--- config.mk ---
export PLATFORM = sky130hd
export DESIGN_NAME = apb_dual_master_sequencer
export DESIGN_NICKNAME = d
export VERILOG_FILES = /design/src/rtl/apb_dual_master_sequencer.sv
export SDC_FILE = /design/constraint.sdc
export NUM_CORES = 1
export LEC_CHECK = 0
export CORE_MARGIN = 3
export CORE_UTILIZATION = 36
export CTS_CLUSTER_SIZE = 30
export DETAILED_ROUTE_END_ITERATION = 12
export PLACE_DENSITY = 0.73
export SLEW_MARGIN = 20
export SYNTH_ARGS = -nofsm -noshare
export SYNTH_HDL_FRONTEND = slang
export SYNTH_SLANG_ARGS = --single-unit
--- constraint.sdc ---
create_clock -name Hclk -period 4.5 [get_ports Hclk]
set_input_delay 0.9 -clock Hclk [delete_from_list [all_inputs] [get_ports Hclk]]
set_output_delay 0.9 -clock Hclk [all_outputs]
set_load 0.05 [all_outputs]
--- src/rtl/apb_dual_master_sequencer.sv ---
// apb_dual_master_sequencer: round-robin sequencer for two requesters sharing one APB bus
// toward three slaves (one-hot Pselx). Address decode, IDLE -> SETUP -> ACCESS protocol,
// registered read data returned to the owning requester.
// Optional feature: define APB_PREADY_EN to add the Pready port, wait states and the
// WAIT_MAX access timeout.
module apb_dual_master_sequencer #(
    parameter int unsigned ADDR_W   = 32,
`ifdef APB_PREADY_EN
    parameter int unsigned WAIT_MAX = 15,
`endif
    parameter int unsigned DATA_W   = 32
) (
    input  logic              Hclk,
    input  logic              Hresetn,
    input  logic              req0_valid,
    input  logic              req0_write,
    input  logic [ADDR_W-1:0] req0_addr,
    input  logic [DATA_W-1:0] req0_wdata,
    output logic              req0_done,
    output logic              req0_err,
    output logic [DATA_W-1:0] req0_rdata,
    input  logic              req1_valid,
    input  logic              req1_write,
    input  logic [ADDR_W-1:0] req1_addr,
    input  logic [DATA_W-1:0] req1_wdata,
    output logic              req1_done,
    output logic              req1_err,
    output logic [DATA_W-1:0] req1_rdata,
    output logic              Pwrite,
    output logic [2:0]        Pselx,
    output logic              Penable,
    output logic [ADDR_W-1:0] Paddr,
    output logic [DATA_W-1:0] Pwdata,
`ifdef APB_PREADY_EN
    input  logic              Pready,
`endif
    input  logic [DATA_W-1:0] Prdata
);

    typedef enum logic [1:0] {StIdle, StSetup, StAccess, StErr} state_e;

`ifdef APB_PREADY_EN
    localparam int unsigned WaitW = (WAIT_MAX < 1) ? 1 : $clog2(WAIT_MAX + 1);
    logic [WaitW-1:0] wait_q, wait_d;
`endif

    state_e            state_q, state_d;
    logic              last_grant_q, last_grant_d;
    logic              owner_q, owner_d;
    logic [2:0]        pselx_q, pselx_d;
    logic              penable_q, penable_d;
    logic              pwrite_q, pwrite_d;
    logic [ADDR_W-1:0] paddr_q, paddr_d;
    logic [DATA_W-1:0] pwdata_q, pwdata_d;
    logic [1:0]        done_q, done_d;
    logic [1:0]        err_q, err_d;
    logic [DATA_W-1:0] rdata0_q, rdata0_d;
    logic [DATA_W-1:0] rdata1_q, rdata1_d;

    logic [1:0]        req_valid;
    logic [1:0]        elig;
    logic              grant;
    logic              sel_write;
    logic [ADDR_W-1:0] sel_addr;
    logic [DATA_W-1:0] sel_wdata;
    logic [2:0]        sel_pselx;

    // Three 64 MiB windows starting at 0x8000_0000; anything else selects no slave.
    function automatic logic [2:0] decode(input logic [ADDR_W-1:0] addr);
        logic [ADDR_W-1:0] region;
        region = addr >> 26;
        if (region == ADDR_W'(32)) return 3'b001;
        if (region == ADDR_W'(33)) return 3'b010;
        if (region == ADDR_W'(34)) return 3'b100;
        return 3'b000;
    endfunction

    assign req_valid = {req1_valid, req0_valid};

    // Eligible requesters: a requester is masked in its done cycle and while its own
    // transfer is completing, so a still-held valid never re-issues the same request.
    always_comb begin
        elig = req_valid & ~done_q;
        if (state_q == StAccess) begin
            elig[owner_q] = 1'b0;
        end
    end

    // Round-robin pick: on contention the requester other than last_grant wins.
    always_comb begin
        grant     = (elig == 2'b11) ? ~last_grant_q : elig[1];
        sel_write = grant ? req1_write : req0_write;
        sel_addr  = grant ? req1_addr  : req0_addr;
        sel_wdata = grant ? req1_wdata : req0_wdata;
        sel_pselx = decode(sel_addr);
    end

    // Next-state and registered-output logic for the transfer sequencer.
    always_comb begin
        logic arb;
        logic complete;
        logic fail;
        state_d      = state_q;
        last_grant_d = last_grant_q;
        owner_d      = owner_q;
        pselx_d      = pselx_q;
        penable_d    = penable_q;
        pwrite_d     = pwrite_q;
        paddr_d      = paddr_q;
        pwdata_d     = pwdata_q;
        done_d       = 2'b00;
        err_d        = 2'b00;
        rdata0_d     = rdata0_q;
        rdata1_d     = rdata1_q;
`ifdef APB_PREADY_EN
        wait_d       = wait_q;
`endif
        arb          = 1'b0;
        complete     = 1'b0;
        fail         = 1'b0;

        unique case (state_q)
            StIdle: begin
                arb = 1'b1;
            end
            StSetup: begin
                state_d   = StAccess;
                penable_d = 1'b1;
`ifdef APB_PREADY_EN
                wait_d    = '0;
`endif
            end
            StAccess: begin
`ifdef APB_PREADY_EN
                if (Pready) begin
                    complete = 1'b1;
                end else if (wait_q == WaitW'(WAIT_MAX)) begin
                    complete = 1'b1;
                    fail     = 1'b1;
                end else begin
                    wait_d = wait_q + 1'b1;
                end
`else
                complete = 1'b1;
`endif
                if (complete) begin
                    done_d[owner_q] = 1'b1;
                    err_d[owner_q]  = fail;
                    // Timed-out reads leave the requester's read data untouched.
                    if (!pwrite_q && !fail) begin
                        if (owner_q) begin
                            rdata1_d = Prdata;
                        end else begin
                            rdata0_d = Prdata;
                        end
                    end
                    state_d   = StIdle;
                    pselx_d   = 3'b000;
                    penable_d = 1'b0;
                    arb       = 1'b1;
                end
            end
            StErr: begin
                done_d[owner_q] = 1'b1;
                err_d[owner_q]  = 1'b1;
                state_d         = StIdle;
            end
            default: begin
                state_d = StIdle;
            end
        endcase

        if (arb && (elig != 2'b00)) begin
            last_grant_d = grant;
            owner_d      = grant;
            penable_d    = 1'b0;
            if (sel_pselx != 3'b000) begin
                state_d  = StSetup;
                pselx_d  = sel_pselx;
                pwrite_d = sel_write;
                paddr_d  = sel_addr;
                pwdata_d = sel_wdata;
            end else begin
                state_d = StErr;
                pselx_d = 3'b000;
            end
        end
    end

    // State and output registers with synchronous active-low reset.
    always_ff @(posedge Hclk) begin
        if (!Hresetn) begin
            state_q      <= StIdle;
            last_grant_q <= 1'b1;
            owner_q      <= 1'b0;
            pselx_q      <= 3'b000;
            penable_q    <= 1'b0;
            pwrite_q     <= 1'b0;
            paddr_q      <= '0;
            pwdata_q     <= '0;
            done_q       <= 2'b00;
            err_q        <= 2'b00;
            rdata0_q     <= '0;
            rdata1_q     <= '0;
`ifdef APB_PREADY_EN
            wait_q       <= '0;
`endif
        end else begin
            state_q      <= state_d;
            last_grant_q <= last_grant_d;
            owner_q      <= owner_d;
            pselx_q      <= pselx_d;
            penable_q    <= penable_d;
            pwrite_q     <= pwrite_d;
            paddr_q      <= paddr_d;
            pwdata_q     <= pwdata_d;
            done_q       <= done_d;
            err_q        <= err_d;
            rdata0_q     <= rdata0_d;
            rdata1_q     <= rdata1_d;
`ifdef APB_PREADY_EN
            wait_q       <= wait_d;
`endif
        end
    end

    assign Pselx      = pselx_q;
    assign Penable    = penable_q;
    assign Pwrite     = pwrite_q;
    assign Paddr      = paddr_q;
    assign Pwdata     = pwdata_q;
    assign req0_done  = done_q[0];
    assign req0_err   = err_q[0];
    assign req0_rdata = rdata0_q;
    assign req1_done  = done_q[1];
    assign req1_err   = err_q[1];
    assign req1_rdata = rdata1_q;

endmodule

==> results of run 1 <==
[power breakdown]
| part | leakage [nW] | switching (mW) | internal [mW] | total, mW |
|---|---|---|---|---|
| registers | 1.14 | 0.0802 | 1.39 | 1.47 |
| clock network | 0.248 | 0.530 | 0.761 | 1.29 |
| logic | 2.09 | 1.18 | 0.647 | 1.82 |
| total | 3.48 | 1.79 | 2.80 | 4.59 |
[cell usage after synthesis, types with 4 or more instances]
master      n  area, um^2
dfxtp_1   141        2823
buf_6       7       78.83
inv_1       5       18.77
buf_2       9       45.04
nand2b_1    4       25.02
a21oi_1   127       635.6
mux2i_1    61       610.6
nand2_1   134       503.0
clkbuf_1   39       146.4
and3_1      5       31.28
ha_1        4       50.05
a211oi_2   57       713.2
nor2_1      9       33.78
[critical path, cell delays in order]
cell and delay (ns):
clkdlybuf4s50_1 0.40, or4b_4 0.57, a21oi_1 0.19, mux2_4 0.18, and2_4 0.56, buf_12 0.29
a211oi_2 0.09
[per-layer routing]
metal / part of all wire / vias to the layer above / global-route usage / routed length [um]
met5: 0 / - / 0 / 0
met4: 0.017 / 0 / 0.06383 / 334
met3: 0.10 / 23 / 0.08867 / 1960
met2: 0.47 / 206 / 0.3352 / 9150
met1: 0.42 / 2597 / 0.2435 / 8146
li1: - / 2792 / - / -
[cell families after synthesis]
logic type,count (synthesis)
multiplexers,62
buffers and inverters,64
flip-flops,141
AND/OR/NAND/NOR,171
AO/OA/AOI/OAI,197
adder cells (fa/ha/maj),4
[state kept, by name, summed over array words and instances, names as in the netlist]
name and flops:
owner_q 1, err_q 2, last_grant_q 1, Pwdata 32, state_q 2, Pwrite 1, Penable 1, done_q 2
Paddr 32, Pselx 3, req0_rdata 32, req1_rdata 32
[cell usage in the layout, fill, tap and decap left out, types with 3 or more instances in the layout]
cell type        netlist  layout
mux2i_1               61      61
clkinvlp_4             0       6
clkdlybuf4s50_1        0     302
nand2b_1               4       4
ha_1                   4       4
buf_4                  2      10
nand2_1              134     134
o21a_1                 3       3
nor2_1                 9       9
nor3_2                 1       3
clkinv_2               0       3
and3_1                 5       5
inv_1                  5       4
a21oi_1              127     126
a211oi_2              57      57
dfxtp_1              141     141
clkbuf_16              0      17
[area by class of cell]
type / instances / area, um^2 / share of cell area
timing repair buffer: 313 / 3118 / 0.3226
multi-input combinational: 434 / 2888 / 0.2988
sequential: 141 / 2823 / 0.2920
clock buffer: 18 / 439.2 / 0.04544
tap: 216 / 270.3 / 0.02796
clock inverter: 11 / 98.84 / 0.01023
inverter: 7 / 28.78 / 0.002977
[per-stage QoR]
stage | hold slack [ns] | total power [mW]
2_1_floorplan | 0.4686 | 2.712
3_3_place_gp | 0.4405 | 3.312
3_5_place_dp | 0.4453 | 3.326
4_1_cts | 0.4531 | 4.628
5_1_grt | 0.4690 | 4.819
6_report | 0.4511 | 4.588
[worst max-delay path by stage]
| stage | to | slack [ns] | cells after the start |
|---|---|---|---|
| 2_1_floorplan | Pwrite | 2.12 | 6 |
| 3_3_place_gp | Paddr[18] | 1.16 | 7 |
| 3_5_place_dp | Pwdata[28] | 1.15 | 7 |
| 4_1_cts | Paddr[4] | 1.60 | 7 |
| 5_1_grt | Pselx[1] | 1.42 | 8 |
| 6_report | Paddr[4] | 1.59 | 7 |
==> metrics.cfg, run 1 <==
[status]
status = finished clean

[placed_design]
placedCellCount = 1111
place_hpwl_mm = 13.96
postPlaceCellArea_mm2 = 0.009128
pre_cts_ws_ns = 1.153
io_buffers = 302
place_congestion = 0.7439

[setup_path]
r2r_cells = 8
timing.rr.start = state_q[0]
rrSetupSlack_ns = 1.68
crit_start = req0_addr[30]
cp-end-kind = flop
crit_type = in -> reg
worst_setup_path_start_kind = input port
rr_endpoint = Pselx[1]
required_ns = 4.78
crit_path_max_fanout = 38
arrival_ns = 3.20

[power]
p_leak_nw = 3.477
p_per_area_mw_per_mm2 = 474.6
ir_drop_mv = 0.2758

[sta]
worst_slack_ns = 1.588
fmax_mhz = 343.4
min_period_ns = 2.912
tns_ns = 0
finClkSkew_ns = 0.009909
final-hold-violation-count = 0
worstMarginPinSlew_ns = 1.069
slew_violations = 0
period_share = 0.6471
slew_headroom = 0.2874
setup_viol_count_final = 0
rsz0062_at_grt = false

[die]
start_util = 0.3722
die_w_um = 135.1
io_pins = 303
dieArea_mm2 = 0.01825
die_h_um = 135.1
rows = 46
core_area_mm2 = 0.01612

[detailed_routing]
vias = 5618
wire_per_inst_um = 17.19
dr.pass1.iters = 6
drt_iter0_drc = 208
remaining_drc_errors = 0
routed_via_density = 4.928
drtAntennaViolNets = 0
finalWirelength_mm = 19.59

[clock_network]
htree_num_levels = 4
clk_latency_ns = 0.42
clockBufferDepth = 2
cts-root-buf = clkbuf_16
numCtsBuffers = 17
clock-sinks = 141
cts_resized = 0
path_clk_slew_ns = 0.06
cts_tree = yes
cts_hold_buf = 0
cts_setup_buffers = 0

[yosys]
synth_warnings = 0
synth_compound_area_frac = 0.2409
synth_edf_count = 0
synth_top_family_by_area = compound AO/OA/AOI/OAI gates
synthSimpleGateAreaFrac = 0.1239
syn_area_per_cell_um2 = 9.387
yosys.area_share.adder = 0.008344
synthCells = 639
synth.distinct_cells = 38
synthesis.area_mm2 = 0.005998
synth-main-ff-cell = dfxtp_1
ys_seq_elements = 141
seq_area_frac_synth = 0.4706
async_reset_ff_frac = 0
synthMuxAreaShare = 0.1043
synth-xor-area-share = 0
synth_nets = 809

[global_route]
grt_overflow = 0
grt_pass1_vias = 5488
grt_pass1_wl_mm = 29.43
grt_max_degree = 71
grt_usage = 0.2048
antenna_found_initial = 0

[cells_and_area]
fin_util = 0.5998
antenna_cells = 0
n_fill_cell = 1423
area_delta_synth_final_pct = 61.14
fin_area_mm2 = 0.009666
final_nets = 1084
stdcell_count = 1140
drive_above_1_share = 0.1190

[worst_hold_path]
hold_path_end = req0_rdata[24]
hp-start = req0_rdata[24]
whs_path_depth = 2
hp-class = reg -> reg

[job]
maxCapViolCount = 0

Note: power is estimated with default switching activity, not from simulation.
==> inputs of run 2 (changes only) <==
==> constraint.sdc (replaced) <==
create_clock -name Hclk -period 2.96 [get_ports Hclk]
set_input_delay 0.592 -clock Hclk [delete_from_list [all_inputs] [get_ports Hclk]]
set_output_delay 0.592 -clock Hclk [all_outputs]
set_load 0.05 [all_outputs]
==> metrics.cfg, run 2 (synthesized netlist as in run 1, its figures left out) <==
[detailed_routing]
vias = 5639  ; +0.37%
top_layer = met4
drtAntennaViolNets = 0  ; unchanged
routed_via_density = 4.938  ; +0.20%
finalWirelength_mm = 19.57  ; -0.11%
drt_iter0_drc = 198  ; -4.8%
wire_per_inst_um = 17.14  ; -0.28%
remaining_drc_errors = 0  ; unchanged
wl_met1_mm = 7.944  ; -2.5%
wl_met3_mm = 2.010  ; +2.6%
met2WireLength_mm = 9.280  ; +1.4%
dr.pass1.iters = 4  ; -2

[clock_network]
clockBufferDepth = 2  ; unchanged
cts_resized = 0  ; unchanged
numCtsBuffers = 17  ; unchanged
cts_setup_buffers = 0  ; unchanged
cts_tree = yes
clock-sinks = 141  ; unchanged
cts-root-buf = clkbuf_16
htree_num_levels = 4  ; unchanged
clk_latency_ns = 0.41  ; about the same
cts_hold_buf = 0  ; unchanged
path_clk_slew_ns = 0.06  ; about the same

[cells_and_area]
fin_util = 0.6039  ; +0.004115
antenna_cells = 0  ; unchanged
regArea_mm2 = 0.002823  ; unchanged
final_nets = 1087  ; +0.28%
n_fill_cell = 1417  ; -0.42%
drive_above_1_share = 0.1188  ; -0.0002571
multi_input_area_mm2 = 0.002888  ; unchanged
final_common_cell = clkdlybuf4s50_1
area_delta_synth_final_pct = 62.24
final_cell_mix = 302 x clkdlybuf4s50_1, 141 x dfxtp_1, 134 x nand2_1

[sta]
period_share = 0.8459
tns_ns = 0  ; unchanged
slew_headroom = 0.5819  ; +0.2945
finClkSkew_ns = 0.006210  ; -0.003699 ns
min_period_ns = 2.504
timing.hold.ws_ns = 0.4506  ; -0.0005340 ns
rsz0062_at_grt = false
slew_violations = 0  ; unchanged
setup_viol_count_final = 0  ; unchanged
worstMarginPinSlew_ns = 0.6252  ; -0.4438 ns
fmax_mhz = 399.4
final-hold-violation-count = 0  ; unchanged

[placed_design]
place_congestion = 0.7533  ; +1.3%
io_buffers = 302  ; unchanged
place_hpwl_mm = 14.06  ; +0.69%

[power]
p_leak_nw = 3.515  ; +1.1%
ir_drop_mv = 0.4078  ; +48%
p_per_area_mw_per_mm2 = 715.5  ; +51%
power_mw = 6.963  ; +52%

[die]
io_pins = 303  ; unchanged
start_util = 0.3722  ; unchanged
dieArea_mm2 = 0.01825  ; unchanged
die_h_um = 135.1  ; unchanged
rows = 46  ; unchanged
core_area_mm2 = 0.01612  ; unchanged
die_w_um = 135.1  ; unchanged

[setup_path]
required_ns = 3.28  ; -1.50 ns
cp-end-kind = flop
crit_type = reg -> reg
crit_path_max_fanout = 63  ; +66%
arrival_ns = 2.82  ; -0.38 ns
worst_setup_path_start_kind = flop

[global_route]
grt_overflow = 0  ; unchanged
grt_usage = 0.2067  ; +0.001836
grt_pass1_wl_mm = 29.81  ; +1.3%
antenna_found_initial = 0  ; unchanged
grt_max_degree = 64  ; -9.9%
grt_pass1_vias = 5452  ; -0.66%

[status]
status = finished clean

[job]
maxCapViolCount = 0  ; unchanged

[worst_hold_path]
hp-class = reg -> reg

==> run 2: cell count changes in the layout (fill, tap and decap cells not counted) <==
cell | before | now
clkbuf_1 | 0 | 2
buf_12 | 1 | 6
clkinv_2 | 3 | 4
clkinvlp_4 | 6 | 3
clkinv_4 | 1 | 0
buf_4 | 10 | 8
==> run 2: metrics by stage <==
step | cell area [um^2] | worst slack, ns | cells
4_1_cts | 9732 | 0.4702 | 1142
2_1_floorplan | 5998 | 0.7437 | 639
6_report | 9732 | 0.4561 | 1142
5_1_grt | 9732 | 0.3168 | 1142
3_5_place_dp | 9213 | 0.2547 | 1114
3_3_place_gp | 9213 | 0.3133 | 1114
==> run 2: layout make-up <==
cell class	count	share of cell area
clock buffers	20	0.04590
repair buffers	316	0.3291
clock inverters	8	0.007457
multi-input cells	434	0.2967
inverters	7	0.002957
flip-flops and latches	141	0.2900
well taps	216	0.02777
==> run 2: path summary, 6_finish.rpt <==
| path | cells after the start | slack [ns] | end | start |
|---|---|---|---|---|
| max reg2reg | 8 | 0.46 | Pselx[1] | state_q[0] |
| max | 8 | 0.46 | Pselx[1] | state_q[0] |
| min | 2 | 0.45 | req1_rdata[24] | req1_rdata[24] |
| min reg2reg | 2 | 0.45 | req1_rdata[24] | req1_rdata[24] |
==> run 2: routing by layer <==
metal,vias up,GRT usage
met1,2618,0.2490
met5,-,0
li1,2802,-
met4,0,0.05767
met3,21,0.08979
met2,198,0.3374
==> run 2: worst max-delay path, cell delays in order (launching register included) <==
cell and delay (ns):
dfxtp_1 0.36, inv_1 0.08, ha_1 0.33, nand4bb_2 0.28
nand3b_1 0.26, buf_12 0.40, mux2i_1 0.13, nand2b_1 0.22
o32ai_1 0.28
==> run 2: power by group <==
group	switching (mW)	internal [mW]	total (mW)
sequential	0.122	2.12	2.24
clock	0.776	1.15	1.93
combinational	1.79	1.01	2.80
total	2.69	4.28	6.96
==> inputs of run 3 (changes only) <==
--- a/config.mk
+++ b/config.mk
@@ -9,7 +9,7 @@
 export CORE_UTILIZATION = 36
 export CTS_CLUSTER_SIZE = 30
 export DETAILED_ROUTE_END_ITERATION = 12
-export PLACE_DENSITY = 0.73
+export PLACE_DENSITY = 0.76
 export SLEW_MARGIN = 20
 export SYNTH_ARGS = -nofsm -noshare
 export SYNTH_HDL_FRONTEND = slang
==> constraint.sdc (replaced) <==
create_clock -name Hclk -period 2.2 [get_ports Hclk]
set_input_delay 0.44 -clock Hclk [delete_from_list [all_inputs] [get_ports Hclk]]
set_output_delay 0.44 -clock Hclk [all_outputs]
set_load 0.05 [all_outputs]
==> metrics.cfg, run 3 (synthesized netlist as in run 1, its figures left out) <==
[worst_hold_path]
whs_path_depth = 2  ; unchanged
hp-start = req0_rdata[5]
hp-class = reg -> reg
hold_path_end = req0_rdata[5]

[sta]
timing.hold.ws_ns = 0.4508  ; +0.0002280 ns
worstMarginPinSlew_ns = 0.5872  ; -0.03800 ns
worst_slack_ns = 0.09481  ; -0.3613 ns
setup_viol_count_final = 0  ; unchanged
final-hold-violation-count = 0  ; unchanged
fmax_mhz = 475.0  ; +19%
slew_violations = 0  ; unchanged
period_share = 0.9569  ; +0.1110
finClkSkew_ns = 0.01843  ; +0.01222 ns
rsz0062_at_grt = false
min_period_ns = 2.105  ; -0.3987 ns
slew_headroom = 0.6073  ; +0.02542

[cells_and_area]
fin_util = 0.6238  ; +0.01988
stdcell_count = 1166  ; +2.1%
antenna_cells = 0  ; unchanged
drive_above_1_share = 0.1474  ; +0.02858
final_cell_mix = 300 x clkdlybuf4s50_1, 140 x dfxtp_1, 134 x nand2_1
final_common_cell = clkdlybuf4s50_1
area_delta_synth_final_pct = 67.58
final_nets = 1107  ; +1.8%
n_fill_cell = 1339  ; -5.5%
fin_area_mm2 = 0.01005  ; +3.3%

[clock_network]
clock-sinks = 141  ; unchanged
cts_tree = yes
cts_hold_buf = 0  ; unchanged
numCtsBuffers = 17  ; unchanged
clk_latency_ns = 0.42  ; about the same
cts-root-buf = clkbuf_16
htree_num_levels = 4  ; unchanged
clockBufferDepth = 2  ; unchanged
path_clk_slew_ns = 0.06  ; about the same
cts_setup_buffers = 0  ; unchanged

[detailed_routing]
dr.pass1.iters = 4  ; unchanged
drt_iter0_drc = 148  ; -25%
finalWirelength_mm = 19.65  ; +0.42%
drtAntennaViolNets = 0  ; unchanged
routed_via_density = 4.891  ; -0.95%
remaining_drc_errors = 0  ; unchanged
wire_per_inst_um = 16.86  ; -1.6%
vias = 5703  ; +1.1%

[setup_path]
timing.rr.start = state_q[0]
worst_setup_path_start_kind = flop
arrival_ns = 2.43  ; -0.39 ns
rrSetupSlack_ns = 0.09  ; -0.36 ns
r2r_cells = 8  ; unchanged
required_ns = 2.52  ; -0.76 ns
rr_endpoint = Pwdata[31]
crit_type = reg -> reg
crit_path_max_fanout = 17  ; -73%
cp-end-kind = flop

[global_route]
grt_pass1_vias = 5824  ; +6.8%
antenna_found_initial = 0  ; unchanged
grt_max_degree = 54  ; -16%
grt_overflow = 0  ; unchanged
grt_usage = 0.2087  ; +0.001979
grt_pass1_wl_mm = 30.26  ; +1.5%

[placed_design]
postPlaceCellArea_mm2 = 0.009459  ; +2.7%
placedCellCount = 1134  ; +1.8%
place_congestion = 0.7284  ; -3.3%
pre_cts_ws_ns = -0.3043  ; -0.5591 ns
io_buffers = 302  ; unchanged
place_hpwl_mm = 14.43  ; +2.6%

[power]
ir_drop_mv = 0.6270  ; +54%
p_leak_nw = 3.685  ; +4.8%
p_per_area_mw_per_mm2 = 978.2  ; +37%

[status]
status = finished clean

[die]
die_w_um = 135.1  ; unchanged
die_h_um = 135.1  ; unchanged
dieArea_mm2 = 0.01825  ; unchanged
rows = 46  ; unchanged
start_util = 0.3722  ; unchanged
core_area_mm2 = 0.01612  ; unchanged
io_pins = 303  ; unchanged

[job]
maxCapViolCount = 0  ; unchanged

## run 3: changes by cell type in the layout (fill, tap and decap cells not counted), sizes merged
| cell | before | now |
|---|---|---|
| buf | 14 | 36 |
| bufinv | 1 | 2 |
| clkbuf | 20 | 21 |
| clkdlybuf4s50 | 302 | 300 |
| clkinv | 4 | 6 |
## run 3: final cells by class
| class | count | area [um^2] | area share |
|---|---|---|---|
| flip-flops and latches | 141 | 2824 | 0.2809 |
| inverters | 7 | 28.78 | 0.002863 |
| clock buffers | 21 | 470.5 | 0.04680 |
| clock inverters | 11 | 116.4 | 0.01158 |
| repair buffers | 336 | 3452 | 0.3434 |
| well taps | 216 | 270.3 | 0.02689 |
| multi-input cells | 434 | 2890 | 0.2875 |
## run 3: what timing repair did
item,in CTS,in global routing
hold endpoints to repair,0,0
gates resized for setup,0,2
setup endpoints to repair,0,9
## run 3: critical path, stage by stage (launching register included)
cell and delay [ns]:
dfxtp_2 0.35, inv_2 0.05, ha_2 0.21, nand4bb_2 0.23, nand3b_1 0.23, mux2_4 0.37, and2_4 0.21, buf_12 0.17
a211oi_2 0.20
## run 3: worst max path at each step
stage	from	end	cells after the start
after floorplan	state_q[0]	Paddr[31]	11
after global placement	req1_addr[30]	Pwdata[29]	8
after detailed placement	req1_addr[30]	Pwdata[31]	8
after CTS	state_q[0]	Paddr[23]	8
after global routing	state_q[0]	Pwdata[31]	8
final	state_q[0]	Pwdata[31]	8
## run 3: per-layer routing
layer  up-vias  share of wire  GRT usage
met5         -              0          0
met4         0          0.018    0.06551
met1      2619           0.39     0.2278
met2       215           0.49     0.3628
li1       2847              -          -
met3        22           0.11    0.09352
## run 3: through the flow
| step | total power [mW] | setup TNS (ns) |
|---|---|---|
| after detailed placement | 7.072 | -17.98 |
| after global placement | 7.031 | -15.93 |
| after CTS | 9.938 | 0 |
| after global routing | 10.31 | 0 |
| after floorplan | 5.556 | 0 |
| final | 9.833 | 0 |
## run 3: report_power, final
| part | total [mW] | switching (mW) | internal [mW] |
|---|---|---|---|
| registers | 3.02 | 0.167 | 2.85 |
| logic | 3.98 | 2.43 | 1.54 |
| clock network | 2.84 | 1.09 | 1.75 |
